==> config.mk <==
export PLATFORM = sky130hd
export DESIGN_NAME = syndrome_check_ctrl
export DESIGN_NICKNAME = d
export VERILOG_FILES = /design/src/rtl/ecc_ctrl_pkg.sv /design/src/rtl/syndrome_check.sv /design/src/rtl/syndrome_check_ctrl.sv
export SDC_FILE = /design/constraint.sdc
export NUM_CORES = 1
export LEC_CHECK = 0
export CAP_MARGIN = 30
export CORE_MARGIN = 2
export CORE_UTILIZATION = 25
export DETAILED_ROUTE_END_ITERATION = 16
export GPL_TIMING_DRIVEN = 0
export PLACE_DENSITY = 0.48
export SYNTH_ARGS = -nofsm -noshare
export SYNTH_HDL_FRONTEND = slang
export SYNTH_SLANG_ARGS = --single-unit
==> constraint.sdc <==
create_clock -name clk -period 4.8 [get_ports clk]
set_input_delay 0.96 -clock clk [delete_from_list [all_inputs] [get_ports clk]]
set_output_delay 0.96 -clock clk [all_outputs]
set_load 0.05 [all_outputs]
==> src/rtl/ecc_ctrl_pkg.sv <==
// Shared constants, status codes, FSM states and the parity-check matrix
// for the syndrome check controller.
package ecc_ctrl_pkg;

   localparam int unsigned CW_W   = 80;
   localparam int unsigned DATA_W = 64;
   localparam int unsigned SYN_W  = 16;

   // Result status carried alongside every output word.
   typedef enum logic [1:0] {
      ST_CLEAN   = 2'b00,
      ST_CE      = 2'b01,
      ST_DUE     = 2'b10,
      ST_TIMEOUT = 2'b11
   } status_e;

   // Controller FSM; StRun is the all-zero reset state.
   typedef enum logic [1:0] {
      StRun     = 2'b00,
      StDecWait = 2'b01,
      StHold    = 2'b10
   } state_e;

   // Parity-check column for data bit idx: {v, ~v} with v = idx + 1, so every
   // column is nonzero and distinct and any single-bit flip gives a nonzero syndrome.
   function automatic logic [SYN_W-1:0] h_column(input int unsigned idx);
      logic [7:0] v;
      v = 8'(idx + 1);
      return {v, ~v};
   endfunction

endpackage

==> src/rtl/syndrome_check.sv <==
// Combinational syndrome check: recomputes parity over the 64-bit payload and
// XORs it with the received parity; any nonzero syndrome raises error_flag.
module syndrome_check
   import ecc_ctrl_pkg::*;
(
   input  logic [CW_W-1:0]  codeword,
   output logic [SYN_W-1:0] syndrome,
   output logic             error_flag
);

   logic [DATA_W-1:0] data_shift;

   // Fold the column of every set data bit into the received parity.
   always_comb begin
      syndrome   = codeword[CW_W-1:DATA_W];
      data_shift = codeword[DATA_W-1:0];
      for (int unsigned i = 0; i < DATA_W; i++) begin
         if (data_shift[0]) begin
            syndrome = syndrome ^ h_column(i);
         end
         data_shift = data_shift >> 1;
      end
   end

   assign error_flag = |syndrome;

endmodule

==> src/rtl/syndrome_check_ctrl.sv <==
// Streaming wrapper around syndrome_check. Clean codewords flow through a
// two-stage pipeline (chk_reg -> out_reg); an errored codeword stalls the
// stream and is handed to the external correction decoder over req/ack.
module syndrome_check_ctrl
   import ecc_ctrl_pkg::*;
#(
   parameter int unsigned CNT_W       = 16,
   parameter int unsigned DEC_TIMEOUT = 32
) (
   input  logic              clk,
   input  logic              rst,
   input  logic              in_valid,
   output logic              in_ready,
   input  logic [CW_W-1:0]   in_codeword,
   output logic              out_valid,
   input  logic              out_ready,
   output logic [DATA_W-1:0] out_data,
   output logic [1:0]        out_status,
   output logic              dec_req,
   output logic [CW_W-1:0]   dec_codeword,
   output logic [SYN_W-1:0]  dec_syndrome,
   input  logic              dec_ack,
   input  logic              dec_uncorr,
   input  logic [DATA_W-1:0] dec_data,
   input  logic              clr_counters,
   output logic [CNT_W-1:0]  ce_count,
   output logic [CNT_W-1:0]  due_count
);

   localparam int unsigned      TimerW    = 8;
   localparam logic [TimerW-1:0] TimerLast = TimerW'(DEC_TIMEOUT - 1);
   localparam logic [CNT_W-1:0]  CntMax    = '1;

   state_e            state_q, state_d;
   logic              chk_valid_q, chk_valid_d;
   logic [CW_W-1:0]   chk_cw_q, chk_cw_d;
   logic              out_valid_q, out_valid_d;
   logic [DATA_W-1:0] out_data_q, out_data_d;
   status_e           out_status_q, out_status_d;
   logic              dec_req_q, dec_req_d;
   logic [CW_W-1:0]   dec_cw_q, dec_cw_d;
   logic [SYN_W-1:0]  dec_syn_q, dec_syn_d;
   logic [TimerW-1:0] timer_q, timer_d;
   logic [DATA_W-1:0] hold_data_q, hold_data_d;
   status_e           hold_status_q, hold_status_d;
   logic [CNT_W-1:0]  ce_q, ce_d, due_q, due_d;

   logic [SYN_W-1:0]  syndrome;
   logic              error_flag;
   logic              out_free;
   logic              out_fire;
   logic              in_fire;

   syndrome_check u_syndrome_check (
      .codeword   (chk_cw_q),
      .syndrome   (syndrome),
      .error_flag (error_flag)
   );

   // out_reg can take a new word when empty or when it drains this cycle.
   assign out_fire = out_valid_q & out_ready;
   assign out_free = ~out_valid_q | out_ready;
   assign in_ready = ~rst & (state_q == StRun) & (~chk_valid_q | (~error_flag & out_free));
   assign in_fire  = in_valid & in_ready;

   // FSM next state plus pipeline and decoder-interface next values.
   always_comb begin
      state_d       = state_q;
      chk_valid_d   = chk_valid_q;
      chk_cw_d      = chk_cw_q;
      out_valid_d   = out_valid_q & ~out_ready;
      out_data_d    = out_data_q;
      out_status_d  = out_status_q;
      dec_req_d     = dec_req_q;
      dec_cw_d      = dec_cw_q;
      dec_syn_d     = dec_syn_q;
      timer_d       = timer_q;
      hold_data_d   = hold_data_q;
      hold_status_d = hold_status_q;
      unique case (state_q)
         StRun: begin
            if (chk_valid_q && error_flag) begin
               // Errored word stays parked in chk_reg until the result is issued.
               dec_cw_d  = chk_cw_q;
               dec_syn_d = syndrome;
               dec_req_d = 1'b1;
               timer_d   = '0;
               state_d   = StDecWait;
            end else begin
               if (chk_valid_q && out_free) begin
                  out_valid_d  = 1'b1;
                  out_data_d   = chk_cw_q[DATA_W-1:0];
                  out_status_d = ST_CLEAN;
                  chk_valid_d  = 1'b0;
               end
               if (in_fire) begin
                  chk_valid_d = 1'b1;
                  chk_cw_d    = in_codeword;
               end
            end
         end
         StDecWait: begin
            timer_d = timer_q + TimerW'(1);
            // Ack is tested first so it wins over a same-cycle timeout.
            if (dec_ack) begin
               hold_data_d   = dec_data;
               hold_status_d = dec_uncorr ? ST_DUE : ST_CE;
               dec_req_d     = 1'b0;
               state_d       = StHold;
            end else if (timer_q == TimerLast) begin
               hold_data_d   = dec_cw_q[DATA_W-1:0];
               hold_status_d = ST_TIMEOUT;
               dec_req_d     = 1'b0;
               state_d       = StHold;
            end
         end
         StHold: begin
            if (out_free) begin
               out_valid_d  = 1'b1;
               out_data_d   = hold_data_q;
               out_status_d = hold_status_q;
               chk_valid_d  = 1'b0;
               state_d      = StRun;
            end
         end
         default: state_d = StRun;
      endcase
   end

   // Saturating statistics, counted on the output handshake; clear has priority.
   always_comb begin
      ce_d  = ce_q;
      due_d = due_q;
      if (out_fire) begin
         if (out_status_q == ST_CE && ce_q != CntMax) begin
            ce_d = ce_q + CNT_W'(1);
         end
         if ((out_status_q == ST_DUE || out_status_q == ST_TIMEOUT) && due_q != CntMax) begin
            due_d = due_q + CNT_W'(1);
         end
      end
      if (clr_counters) begin
         ce_d  = '0;
         due_d = '0;
      end
   end

   // State registers with synchronous reset; a reset mid-decode drops the word.
   always_ff @(posedge clk) begin
      if (rst) begin
         state_q       <= StRun;
         chk_valid_q   <= 1'b0;
         chk_cw_q      <= '0;
         out_valid_q   <= 1'b0;
         out_data_q    <= '0;
         out_status_q  <= ST_CLEAN;
         dec_req_q     <= 1'b0;
         dec_cw_q      <= '0;
         dec_syn_q     <= '0;
         timer_q       <= '0;
         hold_data_q   <= '0;
         hold_status_q <= ST_CLEAN;
         ce_q          <= '0;
         due_q         <= '0;
      end else begin
         state_q       <= state_d;
         chk_valid_q   <= chk_valid_d;
         chk_cw_q      <= chk_cw_d;
         out_valid_q   <= out_valid_d;
         out_data_q    <= out_data_d;
         out_status_q  <= out_status_d;
         dec_req_q     <= dec_req_d;
         dec_cw_q      <= dec_cw_d;
         dec_syn_q     <= dec_syn_d;
         timer_q       <= timer_d;
         hold_data_q   <= hold_data_d;
         hold_status_q <= hold_status_d;
         ce_q          <= ce_d;
         due_q         <= due_d;
      end
   end

   assign out_valid    = out_valid_q;
   assign out_data     = out_data_q;
   assign out_status   = out_status_q;
   assign dec_req      = dec_req_q;
   assign dec_codeword = dec_cw_q;
   assign dec_syndrome = dec_syn_q;
   assign ce_count     = ce_q;
   assign due_count    = due_q;

endmodule

After elaboration in Yosys (flattened, before gate mapping) --
Cells that the tools add are included. Widths: inputs -> output; s select.
Operators by class: add/subtract/negate cells 3, reduce and logical (&&, ||, !) cells 21, bitwise logic cells 78, muxes and demuxes 97, eq/ne operators 14
Operators with widths (count):
- $not 8->8 | 64
- $mux 14 | 32
- $mux 64 | 5
- $mux 13 | 16
- $pmux 64 s2 | 1
- $mux 12 | 8
- $mux 11 | 4
- $add 16x1->16 const B | 2
- $ne 16x16->1 const B | 2
- $mux 10 | 2
- $mux 2 | 10
- $pmux 8 s2 | 1
- $reduce_or 16->1 | 1
- $mux 15 | 1
- $mux 1 | 10
- $reduce_and 2->1 | 5
- $mux 9 | 1
- $reduce_and 3->1 | 3
- $add 8x1->8 const B | 1
- $eq 8x5->1 const B | 1
- $mux 8 | 1
- $reduce_and 4->1 | 2
- $and 1x1->1 | 6
- $eq 2x2->1 const B | 3
- other kinds (15) | 31
Storage, ports and cells: output and inout bits 197, input port bits 151, flip-flop bits (word level) 353, word-level logic and storage cells 227

Logic depth before layout (Yosys ltp) --
Gate-level depths: netlist (run 1).
depth in word-level cells 137, mapped depth 13

Cells and area by module --
Synthesis (run 1) repeated with hierarchy kept, for this count alone.
Unflattened totals: cell total of the unflattened synthesis 1738, area, all modules 16587.2 um^2
Modules (own cells, without submodules):
- syndrome_check_ctrl | area an instance 14373.8 um^2, sequential area each 7066.8 um^2, cells an instance 1542, times used 1
- syndrome_check | area an instance 2213.4 um^2, sequential area each 0.0 um^2, cells an instance 196, times used 1

Least setup slack after synthesis (run 1) --
No wires, ideal clock.
path type reg-to-output, from register chk_cw_q[16], to output in_ready, stages on the path, launching flop included 9, required time 3.840 ns, setup slack 0.435 ns, buffers on the path 0, data arrival time 3.405 ns, path through dfxtp_1 > xnor3_1 > xor3_1 > xnor2_2 > xnor3_1 > xnor2_1 > or3_1 > o41ai_2 > and3_1
Between the ends: longest elaborated chain between the ends 100
RTL lines:
- from (decl) | RTL line syndrome_check_ctrl.sv:36 | logic [CW_W-1:0] chk_cw_q, chk_cw_d;
- from (signal assigned) | RTL line syndrome_check_ctrl.sv:168 | chk_cw_q <= chk_cw_d;
- $mux 13 (*) | RTL line syndrome_check.sv:18 | if (data_shift[0]) begin
- $not 8->8 (no line)
- $mux 13 (*) | RTL line syndrome_check.sv:18
- $not 8->8 (no line)
- $mux 13 (*) | RTL line syndrome_check.sv:18
- $not 8->8 (no line)
- $mux 13 (*) | RTL line syndrome_check.sv:18
- $not 8->8 (no line)
- (+84 left out)
- $mux 14 (*) | RTL line syndrome_check.sv:18
- $not 8->8 (no line)
- $mux 15 (*) | RTL line syndrome_check.sv:18
- $reduce_or 16->1 (*) | RTL line syndrome_check.sv:25 | assign error_flag = |syndrome;
- $not 1->1 (*) | RTL line syndrome_check_ctrl.sv:63 | assign in_ready = ~rst & (state_q == StRun) & (~chk_valid_q | (~error_flag & out_free));
- $and 1x1->1 (*) | RTL line syndrome_check_ctrl.sv:63
- $or 1x1->1 (*) | RTL line syndrome_check_ctrl.sv:63
- $and 1x1->1 (*) | RTL line syndrome_check_ctrl.sv:63
- to (decl) | RTL line syndrome_check_ctrl.sv:13 | output logic in_ready,
Every way passes the cells marked *; elsewhere a longest branch is shown, timed or not.

Final worst setup path (run 1) --
Same ends and word-level chain as after synthesis.

==> impl_results.md, run 1 <==
- Outcome: completed
- Share of the synthesized area in the top cell type: roughly two fifths
- Final slew viol count: 0
- DRC viols: 0
- Cell taking the most area after synthesis: dfxtp_1
- Yosys reg bits: approximately 350
- Dpl hpwl: 51800 um
- Critical path endpoint category: output pin
- Max-Cap Viols: 0
- Initial antenna violation count: 5
- Routed wire per std cell: ~22 um
- Hold Path Depth: 2
- Relative slew slack: 40.2%
- Worst path required time: 3.84 ns
- Critical path class: flip-flop to output pin
- HP Start: dec_syndrome[8]
- Power density over the cells: 493 nW/um^2
- CTS tree: built
- Pre-Repair DR Iteration Count: 5
- Area Growth Syn to Fin: 40.2%
- Chip width: 263 um
- Worst Hold Class: flip-flop to flip-flop
- CTS Hold Bufs: 0
- Final period utilization: about 99%
- Synthesized area: 16800 um^2
- Layout cells sized above 1: ~11%
- Nets: roughly 2200
- FMAX: between 200 and 250 MHz
- RSZ-0062 raised after global routing: yes
- DR vias: 13707
- Clock Pin Slew Worst Setup and Hold Paths: 0.06 ns
- Clock latency on the worst-skew pair: 0.57 ns
- CP startpoint kind: flip-flop
- Io pins: between 300 and 400
- Cts bufs inserted: between 40 and 50
- Maximum vdd ir drop: approximately 0.35 mV
- Final Hold Fails: 0
- Minimum clock period after layout: between 4 and 5 ns
- Hold_ws: between 0.4 and 0.5 ns
- Synthesized instance count: approximately 1600
- Async S/R FF share, synth: 0%
- CTS H-tree lvls: 2
- Placed cell count: 2861
- CP Launch Point: chk_cw_q[16]
- Sequential Power Share: approximately 30%
- Setup Viol. Count Final: 0
- Total wire length: 65000 um
- Initial core utilization: roughly a quarter
- Grt ovf: 0
- Combinational group share of total power: 42.2%
- First-pass GRT wire length: roughly 94000 um
- Net Sw Power: 4.07 mW
- Root Driver: clkbuf_16
- Clock Sinks: approximately 350
- Multi-input logic area: 9590 um^2
- Via density per instance: 4.64
- Finished Layout Cells: 2953
- Number of fill cells: slightly below 7000
- Syn Area/Cell: 10.3 um^2
- Clock Tree Buf Depth: 3
- All-Layer GR Usage: approximately 18%
- Initial detailed-routing violation count: 669
- Critical Path AT: between 3 and 4 ns
- Die ar.: about 69000 um^2
- Register Area: 7150 um^2
- Top FF cell, synth: dfxtp_1
- Leak pwr: slightly below 9 nW
- Overall power: 11.6 mW
- Main area contributors after synthesis: dfxtp_1 (42%), mux2i_1 (13%), xnor2_1 (6.2%)
- RR Startpoint: chk_cw_q[16]
- Crit-path max FO: 4
- Core Area: ~67000 um^2
- Antenna Nets Post-Route: 0
- Syn_nets: roughly 1800
- Reg2Reg Depth: 14
- Synth unique cells: 50
- Die span in y: ~260 um
- YS warnings: 0
- Vias in the first global route: roughly 14000
- RD Place Congestion: a little under 0.9
- EDFF count, synth: 0
- Largest net degree at the start of global routing: 13
- IO Port Bufs: around 350
- Clock power frac: between 20% and 30%
- Internal power: 7.52 mW
- Fin Clk Skew: roughly 0.019 ns
- # rows: between 90 and 100
- Sw frac: between 30% and 40%
- Sequential-to-total area share from yosys stat: a little over two fifths
- Worst-margin pin slew: ~0.90 ns
[metal layers]
metal,global-route usage (%),up-vias,routed length [um]
met3,3.83,67,3550
met5,0,-,27
li1,-,6583,-
met1,23.0,6678,28200
met4,4.56,4,1400
met2,31.9,375,31900
[cell families (layout without fill, tap and decap cells)]
family / after synthesis / count (layout) / synth area share (%)
and+or+nand+nor: 393 / 393 / 11.1
DFF: 352 / 352 / 42.0
muxes: 290 / 290 / 17.9
AOI/OAI and AO/OA: 247 / 247 / 10.1
xor gates and xnor gates: 210 / 210 / 15.1
buffers and inverters: 140 / 583 / 3.63
adders and majority gates: 3 / 3 / 0.224
other: 0 / 2 / 0
[critical path, cell delays in order, from the launching register on]
cell and delay (ns):
dfxtp_4 0.36, xnor3_1 0.44, xor3_2 0.46, xnor2_2 0.22
buf_4 0.14, xnor3_2 0.27, nor4_4 0.25, nand4_1 0.24
o41ai_4 0.41, and3_4 0.27, buf_8 0.15
[per-stage QoR]
step | instance area (um^2) | util, % | TNS, ns | worst slack, ns
after CTS | 23200 | 34.8 | 0 | 0.0000475
after floorplan | 16800 | - | 0 | 0.435
final | 23500 | 35.2 | 0 | 0.0443
after global placement | 21300 | 31.9 | -0.674 | -0.650
after global routing | 23500 | 35.2 | -0.0550 | -0.0550
after detailed placement | 21400 | 32.1 | -0.792 | -0.672
[path summary, 6_finish.rpt]
path,endpoint,slack (ns)
worst max-delay path,in_ready,0.04
worst min-delay path,dec_syndrome[8],0.46
worst max register to register,dec_codeword[44],0.23
worst min register to register,dec_syndrome[8],0.46
[layout make-up]
class                           count  share of cell area [%]
Multi-Input combinational cell   1143                    40.8
Sequential cell                   352                    30.4
Timing Repair Buffer              374                    15.8
Clock buffer                       62                    5.04
Tap cell                          873                    4.64
Buffer                            125                    2.37
Clock inverter                     15                   0.861
Inverter                            7                   0.112
Antenna cell                        2                  0.0213
[sequential cells by signal (all words and copies together) (netlist names)]
| name | count |
|---|---|
| chk_cw_q | 80 |
| dec_codeword | 80 |
| hold_data_q | 64 |
| out_data | 64 |
| ce_count | 16 |
| due_count | 16 |
| dec_syndrome | 15 |
| timer_q | 8 |
| hold_status_q | 2 |
| out_status | 2 |
| state_q | 2 |
| chk_valid_q | 1 |
| dec_req | 1 |
| out_valid | 1 |
[cell usage after synthesis (8+ instances only)]
cell type  instances
o21ai_0            8
nor2b_1           81
buf_6              8
a311oi_1          65
nand2_1           36
clkbuf_1         105
a21oi_1           92
xor2_1            42
mux2i_1          210
dfxtp_1          352
or3_1              8
nor2_1           195
xnor3_1           44
xnor2_1          118
a211oi_1          65
nor3_1            11
nand3_1           25
buf_2             16
nand4_1            9
mux2_1            79
and3_1            11
[power groups by stage]
stage | clock network, mW | logic [mW] | registers, mW
finish | 3.24 | 4.89 | 3.47
global route | 3.43 | 5.15 | 3.50
CTS | 3.32 | 4.55 | 3.46
detailed placement | 0 | 4.35 | 3.47
global placement | 0 | 4.32 | 3.47
floorplan | 0 | 2.80 | 3.73
[cells in the final DEF, fill, tap and decap left out, types with 8 or more instances in the layout]
master	instances
xnor2_1	90
xnor2_4	10
nand4_1	9
xnor2_2	19
nor2b_1	81
dfxtp_1	294
a21oi_1	92
xnor3_2	10
clkbuf_1	111
dfxtp_4	12
xor2_1	33
dfxtp_2	46
buf_2	14
nor2_1	195
buf_6	11
and3_1	10
nand2_1	36
a211oi_1	65
nor3_1	11
buf_4	24
nand3_1	25
o21ai_0	8
mux2i_1	210
clkdlybuf4s50_1	345
clkbuf_16	42
xnor3_1	34
mux2_1	79
a311oi_1	65
[repair_timing]
action                     in CTS  in global routing
setup endpoints to repair      40                 91
gates resized for setup       101                 45
setup buffers                   9                 12
pin swaps                      14                 22
cloned                          0                  0
(Power assumes the default switching activity.)
==> inputs of run 2 (changes only) <==
--- a/config.mk
+++ b/config.mk
@@ -10,6 +10,7 @@
 export CORE_UTILIZATION = 25
 export DETAILED_ROUTE_END_ITERATION = 16
 export GPL_TIMING_DRIVEN = 0
+export MAX_ROUTING_LAYER = met4
 export PLACE_DENSITY = 0.48
 export SYNTH_ARGS = -nofsm -noshare
 export SYNTH_HDL_FRONTEND = slang
==> run 2 against run 1 <==
Against the previous run: wire length fell by 0.12%; register-to-register slack better by 0.06 ns; combinational power barely moved; sequential share of layout area down 0.22 points; non-clock buffer count is 10 higher; fmax decreased by 0.37%; critical endpoint unchanged.
==> impl_results.md, run 2 (synthesized netlist as in run 1, its figures left out) <==
- Outcome: completed
- All-Layer GR Usage: 18.8%
- Final period utilization: just under 100%
- # rows: 95
- Leak pwr: approximately 9.0 nW
- Max-Cap Viols: 0
- Worst-margin pin slew: 1.00 ns
- Area Growth Syn to Fin: 41.3%
- Die ar.: 69200 um^2
- Crit-path slowest cell: xnor3_1
- Chip width: approximately 260 um
- DRC viols: 0
- First-pass GRT wire length: ~94000 um
- Dpl hpwl: 51900 um
- Pre-Repair DR Iteration Count: 5
- Root Driver: clkbuf_16
- Grt ovf: 0
- Final setup margin: 0.0266 ns
- CP Launch Point: chk_cw_q[34]
- Routed wire per std cell: approximately 22 um
- CTS Hold Bufs: 0
- RSZ-0062 raised after global routing: yes
- Finished Layout Cells: between 2000 and 3000
- Nets: ~2200
- RD Place Congestion: ~0.88
- Minimum clock period after layout: between 4 and 5 ns
- Setup WS pre-CTS: -0.681 ns
- Antenna Nets Post-Route: 0
- R2R Path End: dec_codeword[77]
- Clock Pin Slew Worst Setup and Hold Paths: roughly 0.06 ns
- Fin Clk Skew: about 0.017 ns
- Relative slew slack: approximately a third
- Initial detailed-routing violation count: between 700 and 800
- IO Port Bufs: 346
- Layout cells sized above 1: approximately an eighth
- Slack of the worst reg-to-reg path: approximately 0.29 ns
- Reg2Reg Depth: 13
- Largest net degree at the start of global routing: 14
- Critical Path AT: about 3.8 ns
- Cell-by-cell trace of the critical path: xnor2_2, xnor3_1, xor2_2, xnor3_1, or2_1, or3_4, o41ai_4, and3_4, buf_8
- Io pins: 348
- Worst path depth: 9
- Initial antenna violation count: 2
- DR vias: between 10000 and 15000
- Hold_ws: approximately 0.46 ns
- Worst path required time: about 3.8 ns
- Total wire length: between 60000 and 70000 um
- Core Area: 66800 um^2
- Buffer and inverter count on the worst path: 1
- Clock Tree Buf Depth: 3
- Overall power: 11.8 mW
- Most common cell after layout, fill and taps aside: clkdlybuf4s50_1
- RR Startpoint: chk_cw_q[16]
- Die span in y: 263 um
- Setup Viol. Count Final: 0
- Power density over the cells: between 400 and 500 nW/um^2
- Clock Sinks: 352
- Setup TNS: 0 ns
- Cts bufs inserted: 42
- Critical path class: flip-flop to output pin
- Most frequent CP cell: xnor3_1
- Final slew viol count: 0
- Number of fill cells: 6706
- Critical path endpoint category: output pin
- Clock latency on the worst-skew pair: 0.56 ns
- CTS H-tree lvls: 2
- Crit path largest cell delay: a little under 0.5 ns
- Most frequent cells in the layout: clkdlybuf4s50_1 (345), dfxtp_1 (296), mux2i_1 (210)
- Final Hold Fails: 0
- Initial core utilization: roughly 25%
- Maximum vdd ir drop: 0.345 mV
- FMAX: ~210 MHz
- Crit-path max FO: 6
- Top delay family on crit path: XOR/XNOR gates
- Vias in the first global route: between 10000 and 15000
- Critical Path Sink: in_ready
- Via density per instance: roughly 4.6
- CTS tree: built
- Placed cell count: about 2900
- CP startpoint kind: flip-flop
- Worst Hold Class: flip-flop to flip-flop
## run 2: cell count changes in the layout (fill, tap and decap cells not counted), sizes merged
cell and delta:
buf +10, clkbuf -4, clkinv +2, bufinv +1
diode +1, inv -1
## run 2: worst min path at each step
| stage | from | cells after the start | end | slack (ns) |
|---|---|---|---|---|
| after global routing | dec_syndrome[10] | 2 | dec_syndrome[10] | 0.48 |
| after CTS | dec_syndrome[10] | 2 | dec_syndrome[10] | 0.46 |
| after detailed placement | dec_syndrome[10] | 2 | dec_syndrome[10] | 0.45 |
| after floorplan | hold_status_q[1] | 2 | out_status[1] | 0.44 |
| final | dec_syndrome[2] | 2 | dec_syndrome[2] | 0.46 |
| after global placement | dec_syndrome[8] | 2 | dec_syndrome[8] | 0.45 |
## run 2: report_power, final
group | internal (mW) | switching (mW)
Combinational | 2.46 | 2.46
Sequential | 3.16 | 0.298
Clock | 2.09 | 1.31
Total | 7.71 | 4.07
## run 2: timing repair
action	in CTS	in global routing
resized for setup	99	47
pin swaps	12	23
hold endpoints to repair	0	0
setup endpoints to repair	33	1
buffers inserted	5	26
## run 2: area by class of cell
cell class              count  area (um^2)  area share (%)
multi-input cells        1143         9600            40.5
flip-flops and latches    352         7150            30.2
repair buffers            384         3810            16.0
clock buffers              58         1240            5.25
well taps                 873         1090            4.60
plain buffers             125          558            2.35
clock inverters            17          230           0.970
inverters                   7         26.3           0.111
diodes                      3         7.51          0.0316
## run 2: metrics by stage
stage | instance area [um^2] | utilization [%]
5_1_grt | 23700 | 35.5
2_1_floorplan | 16800 | -
4_1_cts | 23300 | 34.9
3_3_place_gp | 21300 | 31.9
3_5_place_dp | 21400 | 32.1
6_report | 23700 | 35.5
## run 2: worst min-delay path, stage by stage, from the launching register on
cell     delay (ns)
dfxtp_1        0.31
nand2_1        0.05
a21oi_1        0.05
## run 2: metal layers
metal / wire (um) / global-route usage (%) / part of all wire (%) / vias to the layer above
li1: - / - / - / 6627
met2: 31800 / 31.8 / 49 / 333
met3: 3310 / 3.52 / 5.1 / 68
met4: 1290 / 4.09 / 2.0 / 0
met1: 28500 / 23.3 / 44 / 6709
met5: 0 / - / 0 / -
==> inputs of run 3 (changes only) <==
--- a/config.mk
+++ b/config.mk
@@ -15,3 +15,4 @@
 export SYNTH_ARGS = -nofsm -noshare
 export SYNTH_HDL_FRONTEND = slang
 export SYNTH_SLANG_ARGS = --single-unit
+export TNS_END_PERCENT = 1
==> results of run 3 <==
No change in the layout: final DEF, timing and power equal those of run 2.
